[src/rtl/pipe_stage_skid_if.sv]
// pipe_stage_skid_if
// Bundles the handshake, payload and control signals of one elastic
// pipeline stage so the stage and its neighbours connect through a
// single port.
//   i_valid / o_in_ready / i_op / i_data : upstream side of the stage
//   o_valid / i_out_ready / o_op / o_data : downstream side of the stage
//   i_flush                               : kill everything in flight
//   i_cnt_clr / o_stall_cnt               : back-pressure statistics
// Modports:
//   slave  - the stage itself
//   master - whoever drives the stage (neighbouring logic or a bench)
interface pipe_stage_skid_if #(
  parameter int DATA_W = 32,
  parameter int OP_W   = 6,
  parameter int CNT_W  = 16
);
  logic              i_valid;
  logic              o_in_ready;
  logic [OP_W-1:0]   i_op;
  logic [DATA_W-1:0] i_data;
  logic              o_valid;
  logic              i_out_ready;
  logic [OP_W-1:0]   o_op;
  logic [DATA_W-1:0] o_data;
  logic              i_flush;
  logic              i_cnt_clr;
  logic [CNT_W-1:0]  o_stall_cnt;

  modport slave (
    input  i_valid, i_op, i_data, i_out_ready, i_flush, i_cnt_clr,
    output o_in_ready, o_valid, o_op, o_data, o_stall_cnt
  );

  modport master (
    output i_valid, i_op, i_data, i_out_ready, i_flush, i_cnt_clr,
    input  o_in_ready, o_valid, o_op, o_data, o_stall_cnt
  );
endinterface

[src/rtl/pipe_stage_skid.sv]
// pipe_stage_skid
// Elastic inter-stage register for the MIPS datapath. Carries an opcode
// and an opaque payload through a two-entry skid buffer so that every
// output, upstream ready included, comes straight from a flop.
// Ports:
//   clk  - rising-edge clock
//   rst  - asynchronous, active-high reset
//   bus  - pipe_stage_skid_if.slave: upstream valid/ready/op/data,
//          downstream valid/ready/op/data, flush, stall counter clear
//          and stall counter output
// Parameters:
//   DATA_W - payload width, OP_W - opcode width,
//   NOP_OP - opcode shown while no instruction is held,
//   CNT_W  - width of the saturating stall counter
module pipe_stage_skid #(
  parameter int              DATA_W = 32,
  parameter int              OP_W   = 6,
  parameter logic [OP_W-1:0] NOP_OP = 6'b111111,
  parameter int              CNT_W  = 16
) (
  input logic                clk,
  input logic                rst,
  pipe_stage_skid_if.slave   bus
);

  typedef enum logic [1:0] {
    EMPTY = 2'd0,
    BUSY  = 2'd1,
    FULL  = 2'd2
  } state_t;

  // What the main entry loads on the coming edge.
  typedef enum logic [2:0] {
    MAIN_HOLD  = 3'd0,
    MAIN_IN    = 3'd1,
    MAIN_SKID  = 3'd2,
    MAIN_DRAIN = 3'd3,
    MAIN_FLUSH = 3'd4
  } main_sel_t;

  localparam logic [CNT_W-1:0] CNT_MAX = {CNT_W{1'b1}};
  localparam logic [CNT_W-1:0] CNT_ONE = {{(CNT_W-1){1'b0}}, 1'b1};

  state_t            state;
  state_t            state_next;
  main_sel_t         main_sel;
  logic              skid_load;
  logic              in_fire;
  logic              out_fire;

  logic [OP_W-1:0]   main_op;
  logic [DATA_W-1:0] main_data;
  logic [OP_W-1:0]   skid_op;
  logic [DATA_W-1:0] skid_data;
  logic              out_valid_q;
  logic              in_ready_q;
  logic [CNT_W-1:0]  stall_cnt;

  // Next-state and entry-load decisions. A flush overrides every transfer;
  // a concurrent out_fire needs no action because the entry is discarded
  // anyway, and a concurrent upstream instruction is simply not taken.
  always_comb begin
    state_next = state;
    main_sel   = MAIN_HOLD;
    skid_load  = 1'b0;
    in_fire    = bus.i_valid & in_ready_q & ~bus.i_flush;
    out_fire   = out_valid_q & bus.i_out_ready;

    if (bus.i_flush) begin
      state_next = EMPTY;
      main_sel   = MAIN_FLUSH;
    end else begin
      unique case (state)
        EMPTY: begin
          if (in_fire) begin
            state_next = BUSY;
            main_sel   = MAIN_IN;
          end
        end
        BUSY: begin
          if (in_fire && out_fire) begin
            main_sel = MAIN_IN;
          end else if (in_fire) begin
            state_next = FULL;
            skid_load  = 1'b1;
          end else if (out_fire) begin
            state_next = EMPTY;
            main_sel   = MAIN_DRAIN;
          end
        end
        FULL: begin
          // in_ready_q is low here, so nothing can enter.
          if (out_fire) begin
            state_next = BUSY;
            main_sel   = MAIN_SKID;
          end
        end
        default: begin
          state_next = EMPTY;
          main_sel   = MAIN_FLUSH;
        end
      endcase
    end
  end

  // State register plus the registered handshake outputs, which are
  // computed from the next state so they are valid right after the edge.
  always_ff @(posedge clk or posedge rst) begin
    if (rst) begin
      state       <= EMPTY;
      out_valid_q <= 1'b0;
      in_ready_q  <= 1'b1;
    end else begin
      state       <= state_next;
      out_valid_q <= (state_next != EMPTY);
      in_ready_q  <= (state_next != FULL);
    end
  end

  // Main entry. Draining the last instruction swaps in the NOP opcode but
  // keeps the payload, so o_op needs no output mux and o_data keeps
  // showing the last main contents.
  always_ff @(posedge clk or posedge rst) begin
    if (rst) begin
      main_op   <= NOP_OP;
      main_data <= '0;
    end else begin
      unique case (main_sel)
        MAIN_IN: begin
          main_op   <= bus.i_op;
          main_data <= bus.i_data;
        end
        MAIN_SKID: begin
          main_op   <= skid_op;
          main_data <= skid_data;
        end
        MAIN_DRAIN: begin
          main_op   <= NOP_OP;
        end
        MAIN_FLUSH: begin
          main_op   <= NOP_OP;
          main_data <= '0;
        end
        default: begin
        end
      endcase
    end
  end

  // Skid entry; its valid bit is the FULL state itself.
  always_ff @(posedge clk or posedge rst) begin
    if (rst) begin
      skid_op   <= '0;
      skid_data <= '0;
    end else if (skid_load) begin
      skid_op   <= bus.i_op;
      skid_data <= bus.i_data;
    end
  end

  // Saturating count of cycles where downstream refused a valid output.
  // Clear beats increment; flush leaves the count alone.
  always_ff @(posedge clk or posedge rst) begin
    if (rst) begin
      stall_cnt <= '0;
    end else if (bus.i_cnt_clr) begin
      stall_cnt <= '0;
    end else if (out_valid_q && !bus.i_out_ready && (stall_cnt != CNT_MAX)) begin
      stall_cnt <= stall_cnt + CNT_ONE;
    end
  end

  assign bus.o_valid     = out_valid_q;
  assign bus.o_in_ready  = in_ready_q;
  assign bus.o_op        = main_op;
  assign bus.o_data      = main_data;
  assign bus.o_stall_cnt = stall_cnt;

endmodule
[src/flat_wrapper.sv]
// flat-port wrapper written by rule: the top's interface ports become plain ports
module pipe_stage_skid_flat 
#(
  parameter int              DATA_W = 32,
  parameter int              OP_W   = 6,
  parameter logic [OP_W-1:0] NOP_OP = 6'b111111,
  parameter int              CNT_W  = 16
)
  (clk, rst, bus_i_valid, bus_i_op, bus_i_data, bus_i_out_ready, bus_i_flush, bus_i_cnt_clr, bus_o_in_ready, bus_o_valid, bus_o_op, bus_o_data, bus_o_stall_cnt);
  pipe_stage_skid_if #(.DATA_W(DATA_W), .OP_W(OP_W), .CNT_W(CNT_W)) bus_i ();
  input logic clk;
  input logic rst;
  input wire logic [$bits(bus_i.i_valid)-1:0] bus_i_valid;
  input wire logic [$bits(bus_i.i_op)-1:0] bus_i_op;
  input wire logic [$bits(bus_i.i_data)-1:0] bus_i_data;
  input wire logic [$bits(bus_i.i_out_ready)-1:0] bus_i_out_ready;
  input wire logic [$bits(bus_i.i_flush)-1:0] bus_i_flush;
  input wire logic [$bits(bus_i.i_cnt_clr)-1:0] bus_i_cnt_clr;
  output wire logic [$bits(bus_i.o_in_ready)-1:0] bus_o_in_ready;
  output wire logic [$bits(bus_i.o_valid)-1:0] bus_o_valid;
  output wire logic [$bits(bus_i.o_op)-1:0] bus_o_op;
  output wire logic [$bits(bus_i.o_data)-1:0] bus_o_data;
  output wire logic [$bits(bus_i.o_stall_cnt)-1:0] bus_o_stall_cnt;
  assign bus_i.i_valid = bus_i_valid;
  assign bus_i.i_op = bus_i_op;
  assign bus_i.i_data = bus_i_data;
  assign bus_i.i_out_ready = bus_i_out_ready;
  assign bus_i.i_flush = bus_i_flush;
  assign bus_i.i_cnt_clr = bus_i_cnt_clr;
  assign bus_o_in_ready = bus_i.o_in_ready;
  assign bus_o_valid = bus_i.o_valid;
  assign bus_o_op = bus_i.o_op;
  assign bus_o_data = bus_i.o_data;
  assign bus_o_stall_cnt = bus_i.o_stall_cnt;
  pipe_stage_skid #(.DATA_W(DATA_W), .OP_W(OP_W), .NOP_OP(NOP_OP), .CNT_W(CNT_W)) u_core (.clk(clk), .rst(rst), .bus(bus_i));
endmodule
[config.mk]
export PLATFORM = sky130hd
export DESIGN_NAME = pipe_stage_skid_flat
export DESIGN_NICKNAME = d
export VERILOG_FILES = /design/src/rtl/pipe_stage_skid_if.sv /design/src/rtl/pipe_stage_skid.sv /design/src/flat_wrapper.sv
export SDC_FILE = /design/constraint.sdc
export NUM_CORES = 1
export LEC_CHECK = 0
export ABC_AREA = 1
export CORE_AREA = 2 2 95 97
export CTS_CLUSTER_SIZE = 10
export DETAILED_ROUTE_END_ITERATION = 6
export DIE_AREA = 0 0 97 99
export DONT_BUFFER_PORTS = 1
export PLACE_DENSITY_LB_ADDON = 0.2
export SLEW_MARGIN = 40
export SYNTH_ARGS = -nofsm -noshare
export SYNTH_HDL_FRONTEND = slang
export SYNTH_SLANG_ARGS = --single-unit
[constraint.sdc]
create_clock -name clk -period 4.6 [get_ports clk]
set_clock_uncertainty 0.05 [all_clocks]
set_input_delay 1.15 -clock clk [delete_from_list [all_inputs] [get_ports clk]]
set_output_delay 1.15 -clock clk [all_outputs]
set_load 0.02 [all_outputs]
==> results of run 1 <==
==> report_power, final <==
part | switching (mW) | internal [mW] | leakage (nW) | total [mW]
Sequential | 0.130 | 1.01 | 1.22 | 1.14
Combinational | 0.186 | 0.0909 | 1.09 | 0.277
Clock | 0.298 | 0.309 | 0.103 | 0.607
Total | 0.614 | 1.41 | 2.41 | 2.03
==> cells by family (layout without fill, tap and decap cells) <==
family | after synthesis | count (layout) | share of synthesized area [%]
compound gates | 88 | 88 | 9.81
xor+xnor | 4 | 4 | 0.757
fa+ha+maj | 1 | 1 | 0.270
buf+inv | 86 | 82 | 7.43
flops | 96 | 96 | 52.1
simple gates | 322 | 322 | 29.6
==> final cells by class <==
type                    count  area (sq um)  share of cell area (%)
multi-input cells         415          1900                    38.2
repair buffers              7          80.1                    1.61
flip-flops and latches     96          2410                    48.5
clock buffers              10           128                    2.57
inverters                  59           226                    4.56
well taps                 108           135                    2.72
clock inverters             6          92.6                    1.86
==> tightest hold or removal path: stages, from the launching register on <==
cell and delay (ns):
dfrtp_1 0.35, nand2_1 0.06, nand2_1 0.05
==> worst min-delay path by stage <==
stage                                  startpoint                            end  slack (ns)
floorplan           u_core.skid_op[0]$_DFFE_PP0P_  u_core.skid_op[0]$_DFFE_PP0P_        0.39
global placement    u_core.skid_op[3]$_DFFE_PP0P_  u_core.skid_op[3]$_DFFE_PP0P_        0.41
detailed placement  u_core.skid_op[3]$_DFFE_PP0P_  u_core.skid_op[3]$_DFFE_PP0P_        0.42
CTS                 u_core.skid_op[3]$_DFFE_PP0P_  u_core.skid_op[3]$_DFFE_PP0P_        0.44
global route        u_core.skid_op[3]$_DFFE_PP0P_  u_core.skid_op[3]$_DFFE_PP0P_        0.47
finish              u_core.skid_op[3]$_DFFE_PP0P_  u_core.skid_op[3]$_DFFE_PP0P_        0.44
==> layout by cell type (no fill, tap or decap), drive strengths merged, types with 4 or more instances in the layout <==
master / n
dfrtp: 89
buf: 7
or2: 4
inv: 60
nand4: 10
nor2: 27
clkbuf: 10
nand3: 68
o21ai: 81
nand2: 210
dfstp: 7
==> layer usage <==
layer / routed length (microns) / vias to the layer above / part of all wire (%)
li1: - / 1889 / -
met4: 195 / 0 / 1.9
met5: 0 / - / 0
met3: 725 / 15 / 7.1
met2: 4770 / 91 / 47
met1: 4460 / 1744 / 44
==> flip-flops by register name (all words and copies together) (netlist names) <==
| name | cells |
|---|---|
| u_core.bus.o_stall_cnt | 16 |
| u_core.bus.o_op | 6 |
| u_core.bus.o_valid | 1 |
| u_core.skid_op | 6 |
| u_core.state | 2 |
| u_core.skid_data | 32 |
| u_core.bus.o_in_ready | 1 |
| u_core.bus.o_data | 32 |
==> metrics.md, run 1 <==
| Metric | Value |
|---|---|
| Total Negative Setup Slacks | 0 ns |
| Synth top cells by count | nand2_1, dfrtp_1, o21ai_0 |
| Largest net degree at the start of global routing | 76 |
| Placer Congestion | 0.811 |
| Slew @ Worst Pin | 0.667 ns |
| Sequential element share of the synthesized area | 52.1% |
| Peak supply drop | 0.203 mV |
| Crit-path slowest cell | inv_2 |
| Chip width | 97 microns |
| First-pass GRT wire length | 17500 microns |
| Worst R2R End | u_core.bus.o_data[5]$_DFFE_PP0P_ |
| DRT Wirelength | 10200 microns |
| Vias/cell | 5.33 |
| Status | complete, no violations |
| Leak | 2.41 nW |
| Final setup margin | 1.89 ns |
| EDFF count, synth | 0 |
| Diode count | 0 |
| Met2 Usage GRT | 35.5% |
| Htree depth | 3 |
| Chip height | 99 microns |
| Wirelength per Cell | 14.5 microns |
| Most frequent cell after synthesis | nand2_1 |
| Crit path DAT | 2.96 ns |
| CTS sink cnt | 96 |
| Final core utilization | 58.1% |
| Syn Area/Cell | 7.75 sq um |
| Critical path class | in -> reg |
| Cell area after synthesis | 4630 sq um |
| Fin Hold WS | 0.441 ns |
| Crit Path Max Fanout | 34 |
| Count of yosys warnings during synthesis | 0 |
| Yosys top cell area share | 48.1% |
| IO Count | 100 |
| Relative slew slack | 55.5% |
| Tcrit/Tclk final | 58.9% |
| Initial antenna violation count | 0 |
| Total CTS buffers | 9 |
| Cell taking the most area after synthesis | dfrtp_1 |
| Hold Path Class | reg -> reg |
| Initial core utilization | 54.1% |
| P per Cell Area | 407 nW/um^2 |
| Core Area | 8550 sq um |
| Setup violations, final | 0 |
| CP cell instances | nand2_1 -> nor2_2 -> nand2_4 -> nand2_1 -> nand3_2 -> buf_4 -> inv_2 -> nand2_1 -> nand2_1 |
| Count of cell types in the netlist | 28 |
| Die ar. | 9600 sq um |
| Gate Count Post-Synth | 597 |
| Post-DP HPWL | 6860 microns |
| Asr flop ratio synth | 100% |
| Syn nets | 642 |
| Top cell family by delay on the critical path | simple AND/OR/NAND/NOR gates |
| Global Route Usage Sum | 22.4% |
| Buf/Inv on CP | 2 |
| Post-route insts no fill | 701 |
| Met1 Resource Use GR | 28.8% |
| Pre-CTS setup slack | 1.56 ns |
| Final net count | 633 |
| CP Depth | 9 |
| Critical Path Max Stage Delay | 0.49 ns |
| Final hold vios | 0 |
| Final ANT Viol Nets | 0 |
| Worst EP required | 4.86 ns |
| Reg2Reg Depth | 9 |
| Hold depth | 2 |
| Vias in the first global route | 3646 |
| Busiest grt layer | met2 |
| Root Driver | clkbuf_8 |
| CTS Hold Buffers Added | 0 |
| Startpoint Class | input pin |
| Max Cap Viol | 0 |
| Cells after DPL | 685 |
| Worst-path clk slew | 0.09 ns |
| Post-route cell area | 4970 sq um |
| Worst R2R Setup Slack | 2.12 ns |
| Clock Path Buffers | 2 |
| Slew Viols, Final | 0 |
| Resized Gates After CTS | 0 |
| Endpoint class of the critical path | flip-flop |
| Crit path to | u_core.bus.o_data[5]$_DFFE_PP0P_ |
| Routed via count | 3739 |
| Postcts setup bufs | 0 |
| Post-route minimum period | 2.71 ns |
| Worst-Skew Late Latency | 0.36 ns |
| Most used cell, CP | nand2_1 |
| Critical path launch point | bus_i_out_ready |
| Top post-synthesis cells by area | dfrtp_1, nand2_1, o21ai_0, nand3_1, inv_1 |
| Row count | 34 |
| CTS tree | done |
| Placed Area | 4750 sq um |
| Area grow syn2layout | 7.38% |
| Met3 usage | 7.38% |
| Yosys reg bits | 96 |
| RSZ-0062 raised after global routing | false |
| # DRC | 0 |
| Top_reg_cell synth | dfrtp_1 |
| Pre-Repair DR Iteration Count | 4 |
| Fillers | 774 |
| Max Clock Freq | 369 MHz |
| Port bufs | 0 |
| Gr ovfl total | 0 |
| Iter 0 DRT Violations | 219 |
| PnR Total Power | 2.03 mW |
| Ratio of cells with drive above 1 in the final layout | 7.93% |
| R2r startpoint | u_core.bus.o_valid$_DFF_PP0_ |
Power figures use the tool's default switching activity.
==> inputs of run 2 (changes only) <==
==> constraint.sdc (replaced) <==
create_clock -name clk -period 2.6 [get_ports clk]
set_clock_uncertainty 0.05 [all_clocks]
set_input_delay 0.65 -clock clk [delete_from_list [all_inputs] [get_ports clk]]
set_output_delay 0.65 -clock clk [all_outputs]
set_load 0.02 [all_outputs]
==> metrics.md, run 2 (synthesized netlist as in run 1, its figures left out) <==
| Metric | Value |
|---|---|
| Total Negative Setup Slacks | 0 ns (unchanged) |
| Routed via count | 3813 (was 3739) |
| Pre-Repair DR Iteration Count | 4 (unchanged) |
| Setup violations, final | 0 (unchanged) |
| Die ar. | 9600 sq um (unchanged) |
| Crit path DAT | 2.33 ns (was 2.96 ns) |
| Slew @ Worst Pin | 0.567 ns (was 0.667 ns) |
| Met1 Resource Use GR | 29.7% (was 28.8%) |
| CP cell instances | ha_1 -> nand2_1 -> nor2_2 -> nand2_1 -> o21a_1 -> nor2_2 -> buf_4 -> nand2_1 -> o21ai_0 (was nand2_1 -> nor2_2 -> nand2_4 -> nand2_1 -> nand3_2 -> buf_4 -> inv_2 -> nand2_1 -> nand2_1) |
| Tcrit/Tclk final | 80.6% |
| Area grow syn2layout | 7.41% (was 7.38%) |
| Global Route Usage Sum | 22.7% (was 22.4%) |
| Max Clock Freq | 477 MHz |
| Critical path class | reg -> reg (was in -> reg) |
| Diode count | 0 (unchanged) |
| Busiest grt layer | met2 (unchanged) |
| Vias in the first global route | 3729 (was 3646) |
| Ratio of cells with drive above 1 in the final layout | 8.56% (was 7.93%) |
| Post-DP HPWL | 6950 microns (was 6860 microns) |
| Seq pwr share | 56.1% (was 56.4%) |
| Post-route minimum period | 2.10 ns |
| DRT Wirelength | 10300 microns (was 10200 microns) |
| Status | complete, no violations (unchanged) |
| Fillers | 764 (was 774) |
| Clock share of power | 30.1% (was 30.0%) |
| PnR Total Power | 3.60 mW (was 2.03 mW) |
| P per Cell Area | 723 nW/um^2 (was 407 nW/um^2) |
| Chip width | 97 microns (unchanged) |
| Leak | 2.43 nW (was 2.41 nW) |
| Commonest non-fill, non-tap cells in the layout | nand2_1, dfrtp_1, o21ai_0, nand3_1, inv_1 (unchanged) |
| Port bufs | 0 (unchanged) |
| Max Cap Viol | 0 (unchanged) |
| IO Count | 100 (unchanged) |
| Placer Congestion | 0.852 (was 0.811) |
| Crit Path Max Fanout | 13 (was 34) |
| Relative slew slack | 62.2% (was 55.5%) |
| Peak supply drop | 0.412 mV (was 0.203 mV) |
| Pint | 2.52 mW (was 1.41 mW) |
| Vias/cell | 5.42 (was 5.33) |
| Slew Viols, Final | 0 (unchanged) |
| Critical Path Max Stage Delay | 0.60 ns (was 0.49 ns) |
| Startpoint Class | flip-flop (was input pin) |
| Met3 usage | 7.73% (was 7.38%) |
| Iter 0 DRT Violations | 177 (was 219) |
| Hold Path Class | in -> async (was reg -> reg) |
| Initial core utilization | 54.1% (unchanged) |
| Htree depth | 3 (unchanged) |
| Core Area | 8550 sq um (unchanged) |
| Final net count | 636 (was 633) |
| Largest net degree at the start of global routing | 97 (was 76) |
| Chip height | 99 microns (unchanged) |
| NetSw | 1.08 mW (was 614 uW) |
| Worst-Skew Late Latency | 0.37 ns (was 0.36 ns) |
| CTS tree | done (unchanged) |
| Worst EP required | 2.84 ns (was 4.86 ns) |
| Worst-path clk slew | 0.09 ns (about the same) |
| Met2 Usage GRT | 36.1% (was 35.5%) |
| Worst R2R Setup Slack | 0.50 ns (was 2.12 ns) |
| Crit-path slowest cell | dfrtp_1 (was inv_2) |
| Final ANT Viol Nets | 0 (unchanged) |
| # DRC | 0 (unchanged) |
| First-pass GRT wire length | 17900 microns (was 17500 microns) |
| CTS sink cnt | 96 (unchanged) |
| Most used cell, CP | nand2_1 (unchanged) |
| Sw frac | 30.1% (was 30.3%) |
| Initial antenna violation count | 0 (unchanged) |
| Total CTS buffers | 9 (unchanged) |
| Wirelength per Cell | 14.6 microns (was 14.5 microns) |
| Final hold vios | 0 (unchanged) |
| Postcts setup bufs | 0 (unchanged) |
| Gate power share | 13.8% (was 13.7%) |
| Most common cell after layout, fill and taps aside | nand2_1 (unchanged) |
| Root Driver | clkbuf_8 (unchanged) |
| CTS Hold Buffers Added | 0 (unchanged) |
| Endpoint class of the critical path | flip-flop (unchanged) |
| Resized Gates After CTS | 0 (unchanged) |
| Row count | 34 (unchanged) |
| Clock Path Buffers | 2 (unchanged) |
| Gr ovfl total | 0 (unchanged) |
| RSZ-0062 raised after global routing | false (unchanged) |
run 2: changes by cell type in the layout (fill, tap and decap cells not counted):
cell / previous run / this run
buf_4: 5 / 9
buf_12: 0 / 1
clkinv_4: 1 / 0
clkbuf_1: 1 / 0
buf_16: 1 / 0
buf_8: 1 / 0
inv_6: 2 / 0
clkbuf_8: 9 / 10
nor2_4: 2 / 1
clkinv_2: 0 / 3
nor2_2: 2 / 3
run 2: worst max-delay path, delay by kind of cell (launching register included):
family                   cells  cell delay, ns
adder cells (fa/ha/maj)      1            0.23
flip-flops                   1            0.60
AO/OA/AOI/OAI                2            0.35
buffers and inverters        1            0.19
AND/OR/NAND/NOR              5            0.59
run 2: area by class of cell:
cell class	instances	area, sq um	share of cell area [%]
well taps	108	135	2.72
clock buffers	10	138	2.77
inverters	59	225	4.53
clock inverters	6	82.6	1.66
multi-input cells	415	1890	38.1
flip-flops and latches	96	2410	48.5
repair buffers	10	87.6	1.76
run 2: per-layer routing:
metal / routed length [microns] / up-vias
met5: 0 / -
met4: 104 / 0
met3: 811 / 10
met2: 4900 / 104
met1: 4480 / 1808
li1: - / 1891
run 2: through the flow:
step                      hold slack [ns]  util [%]  std cells  setup slack (ns)  instance area (sq um)
after global routing                0.275      58.2        704             0.270                   4970
after detailed placement            0.411      55.6        688             0.456                   4750
final                               0.220      58.2        704             0.505                   4970
after global placement              0.407      55.6        688             0.520                   4750
after CTS                           0.258      58.2        704             0.475                   4970
after floorplan                     0.392         -        597             0.697                   4630
run 2: worst paths after layout:
| kind | startpoint | end | cells past startpoint |
|---|---|---|---|
| max | u_core.bus.o_stall_cnt[0]$_DFFE_PP0P_ | u_core.bus.o_stall_cnt[4]$_DFFE_PP0P_ | 9 |
| min | rst | u_core.skid_data[8]$_DFFE_PP0P_ | 2 |
| max reg2reg | u_core.bus.o_stall_cnt[0]$_DFFE_PP0P_ | u_core.bus.o_stall_cnt[4]$_DFFE_PP0P_ | 9 |
| min reg2reg | u_core.skid_op[0]$_DFFE_PP0P_ | u_core.skid_op[0]$_DFFE_PP0P_ | 2 |
| max in group asynchronous | rst | u_core.bus.o_in_ready$_DFF_PP1_ | 2 |
| min in group clk | bus_i_flush | u_core.state[1]$_DFF_PP0_ | 1 |
run 2: power groups by stage:
stage | sequential, mW | combinational (mW) | clock [mW]
finish | 2.02 | 0.497 | 1.08
floorplan | 2.01 | 0.397 | 0
detailed placement | 2.05 | 0.499 | 0
CTS | 2.02 | 0.506 | 1.11
global placement | 2.04 | 0.474 | 0
global route | 2.05 | 0.597 | 1.16
==> inputs of run 3 (changes only) <==
==> constraint.sdc (replaced) <==
create_clock -name clk -period 2.1 [get_ports clk]
set_clock_uncertainty 0.05 [all_clocks]
set_input_delay 0.525 -clock clk [delete_from_list [all_inputs] [get_ports clk]]
set_output_delay 0.525 -clock clk [all_outputs]
set_load 0.02 [all_outputs]
==> metrics.md, run 3 (synthesized netlist as in run 1, its figures left out) <==
| Metric | Value |
|---|---|
| Status | complete, no violations (unchanged) |
| Worst R2R Setup Slack | 0.24 ns (was 0.50 ns) |
| Area grow syn2layout | 11.6% (was 7.41%) |
| Post-DP HPWL | 7290 microns (was 6950 microns) |
| Global Route Usage Sum | 22.0% (was 22.7%) |
| Port bufs | 0 (unchanged) |
| Final hold vios | 0 (unchanged) |
| Ratio of cells with drive above 1 in the final layout | 11.3% (was 8.56%) |
| Die ar. | 9600 sq um (unchanged) |
| RSZ-0062 raised after global routing | false (unchanged) |
| Setup violations, final | 0 (unchanged) |
| Placer Congestion | 0.873 (was 0.852) |
| Tcrit/Tclk final | 88.5% (was 80.6%) |
| Pre-CTS setup slack | 0.206 ns (was 0.456 ns) |
| Post-route minimum period | 1.86 ns (was 2.10 ns) |
| Worst EP required | 2.33 ns (was 2.84 ns) |
| Gate power share | 14.0% (was 13.8%) |
| Iter 0 DRT Violations | 233 (was 177) |
| Wirelength per Cell | 14.2 microns (was 14.6 microns) |
| Fillers | 743 (was 764) |
| Chip height | 99 microns (unchanged) |
| Final ANT Viol Nets | 0 (unchanged) |
| Final net count | 654 (was 636) |
| NetSw | 1.33 mW (was 1.08 mW) |
| Worst-Skew Late Latency | 0.35 ns (was 0.37 ns) |
| First-pass GRT wire length | 17300 microns (was 17900 microns) |
| Gr ovfl total | 0 (unchanged) |
| Pint | 3.25 mW (was 2.52 mW) |
| Routed via count | 3807 (was 3813) |
| Clock Path Buffers | 2 (unchanged) |
| Leak | 2.54 nW (was 2.43 nW) |
| R2r startpoint | u_core.state[0]$_DFF_PP0_ (was u_core.bus.o_stall_cnt[0]$_DFFE_PP0P_) |
| Relative slew slack | 63.8% (was 62.2%) |
| Vias/cell | 5.28 (was 5.42) |
| Critical path launch point | u_core.state[0]$_DFF_PP0_ (was u_core.bus.o_stall_cnt[0]$_DFFE_PP0P_) |
| Chip width | 97 microns (unchanged) |
| Post-route insts no fill | 721 (was 704) |
| Critical path class | reg -> reg (unchanged) |
| Row count | 34 (unchanged) |
| Total Negative Setup Slacks | 0 ns (unchanged) |
| Max Cap Viol | 0 (unchanged) |
| Diode count | 0 (unchanged) |
| IO Count | 100 (unchanged) |
| Startpoint Class | flip-flop (unchanged) |
| CTS tree | done (unchanged) |
| Clock share of power | 31.7% (was 30.1%) |
| Max Clock Freq | 538 MHz (was 477 MHz) |
| Htree depth | 3 (unchanged) |
| Largest net degree at the start of global routing | 66 (was 97) |
| CTS sink cnt | 96 (unchanged) |
| Vias in the first global route | 3700 (was 3729) |
| P per Cell Area | 886 nW/um^2 (was 723 nW/um^2) |
| Cells after DPL | 706 (was 688) |
| Slew @ Worst Pin | 0.541 ns (was 0.567 ns) |
| Hold Path Class | in -> async (unchanged) |
| Total CTS buffers | 9 (unchanged) |
| Most common cell after layout, fill and taps aside | nand2_1 (unchanged) |
| Pre-Repair DR Iteration Count | 5 (was 4) |
| Seq pwr share | 54.3% (was 56.1%) |
| Slew Viols, Final | 0 (unchanged) |
| Peak supply drop | 0.569 mV (was 0.412 mV) |
| Final setup margin | 0.242 ns (was 0.505 ns) |
| Commonest non-fill, non-tap cells in the layout | nand2_1, dfrtp_1, o21ai_0, nand3_1, inv_1 (unchanged) |
| Crit Path Max Fanout | 21 (was 13) |
| # DRC | 0 (unchanged) |
| Worst-path clk slew | 0.10 ns (was 0.09 ns) |
| Core Area | 8550 sq um (unchanged) |
| Fin Hold WS | 0.0293 ns (was 0.220 ns) |
| Crit path DAT | 2.09 ns (was 2.33 ns) |
| Initial core utilization | 54.1% (unchanged) |
| Sw frac | 29.0% (was 30.1%) |
| Initial antenna violation count | 0 (unchanged) |
| Root Driver | clkbuf_8 (unchanged) |
| DRT Wirelength | 10300 microns (about the same) |
| Endpoint class of the critical path | flip-flop (unchanged) |
==> run 3: cell types whose count changed in the layout (fill, tap and decap cells not counted), sizes merged <==
cell / previous run / this run
buf: 10 / 28
clkinvlp: 2 / 3
clkinv: 3 / 0
bufinv: 2 / 3
==> run 3: critical path: stages, from the launching register on <==
cell	delay (ns)
dfrtp_1	0.47
inv_1	0.12
nor2_1	0.10
nand2_1	0.08
nand2_2	0.18
nand2_4	0.11
nand2_1	0.11
nand3_2	0.09
inv_2	0.07
buf_4	0.23
nand2_1	0.08
nand2_1	0.08
==> run 3: area by class of cell <==
type	instances	area [sq um]	area share, %
repair buffers	28	260	5.04
inverters	59	225	4.36
multi-input cells	415	1890	36.6
clock inverters	5	105	2.03
well taps	108	135	2.61
clock buffers	10	138	2.66
flip-flops and latches	96	2410	46.7
==> run 3: per-layer routing <==
metal / wire, microns / global-route usage (%) / part of all wire (%)
met4: 155 / 7.04 / 1.5
met5: 0 / 0 / 0
met1: 4480 / 29.2 / 44
met2: 4770 / 35.0 / 46
met3: 861 / 6.52 / 8.4
==> run 3: path summary, 6_finish.rpt <==
path | to | cells after the start
max | u_core.bus.o_data[3]$_DFFE_PP0P_ | 11
min | u_core.bus.o_data[10]$_DFFE_PP0P_ | 1
max reg2reg | u_core.bus.o_data[3]$_DFFE_PP0P_ | 11
min reg2reg | u_core.skid_op[5]$_DFFE_PP0P_ | 2
max in group asynchronous | u_core.bus.o_op[5]$_DFFE_PP1P_ | 2
min in group clk | u_core.state[1]$_DFF_PP0_ | 1
==> run 3: power by group through the flow <==
| stage | Clock, mW | Combinational (mW) | Sequential, mW |
|---|---|---|---|
| floorplan | 0 | 0.492 | 2.48 |
| global placement | 0 | 0.617 | 2.51 |
| detailed placement | 0 | 0.647 | 2.53 |
| CTS | 1.48 | 0.654 | 2.49 |
| global route | 1.56 | 0.761 | 2.52 |
| finish | 1.45 | 0.641 | 2.49 |
==> run 3: metrics by stage <==
stage / utilization (%) / area [sq um] / power, mW
final: 60.4 / 5170 / 4.58
after global routing: 60.4 / 5170 / 4.84
after CTS: 60.4 / 5170 / 4.63
after detailed placement: 57.6 / 4920 / 3.17
after global placement: 57.6 / 4920 / 3.13
after floorplan: - / 4630 / 2.97
==> run 3: what timing repair did <==
item / 4_1_cts / 5_1_grt
hold buffers: 0 / 0
endpoints found under the setup margin: 0 / 4
buffers inserted: 0 / 0
resized for setup: 0 / 1
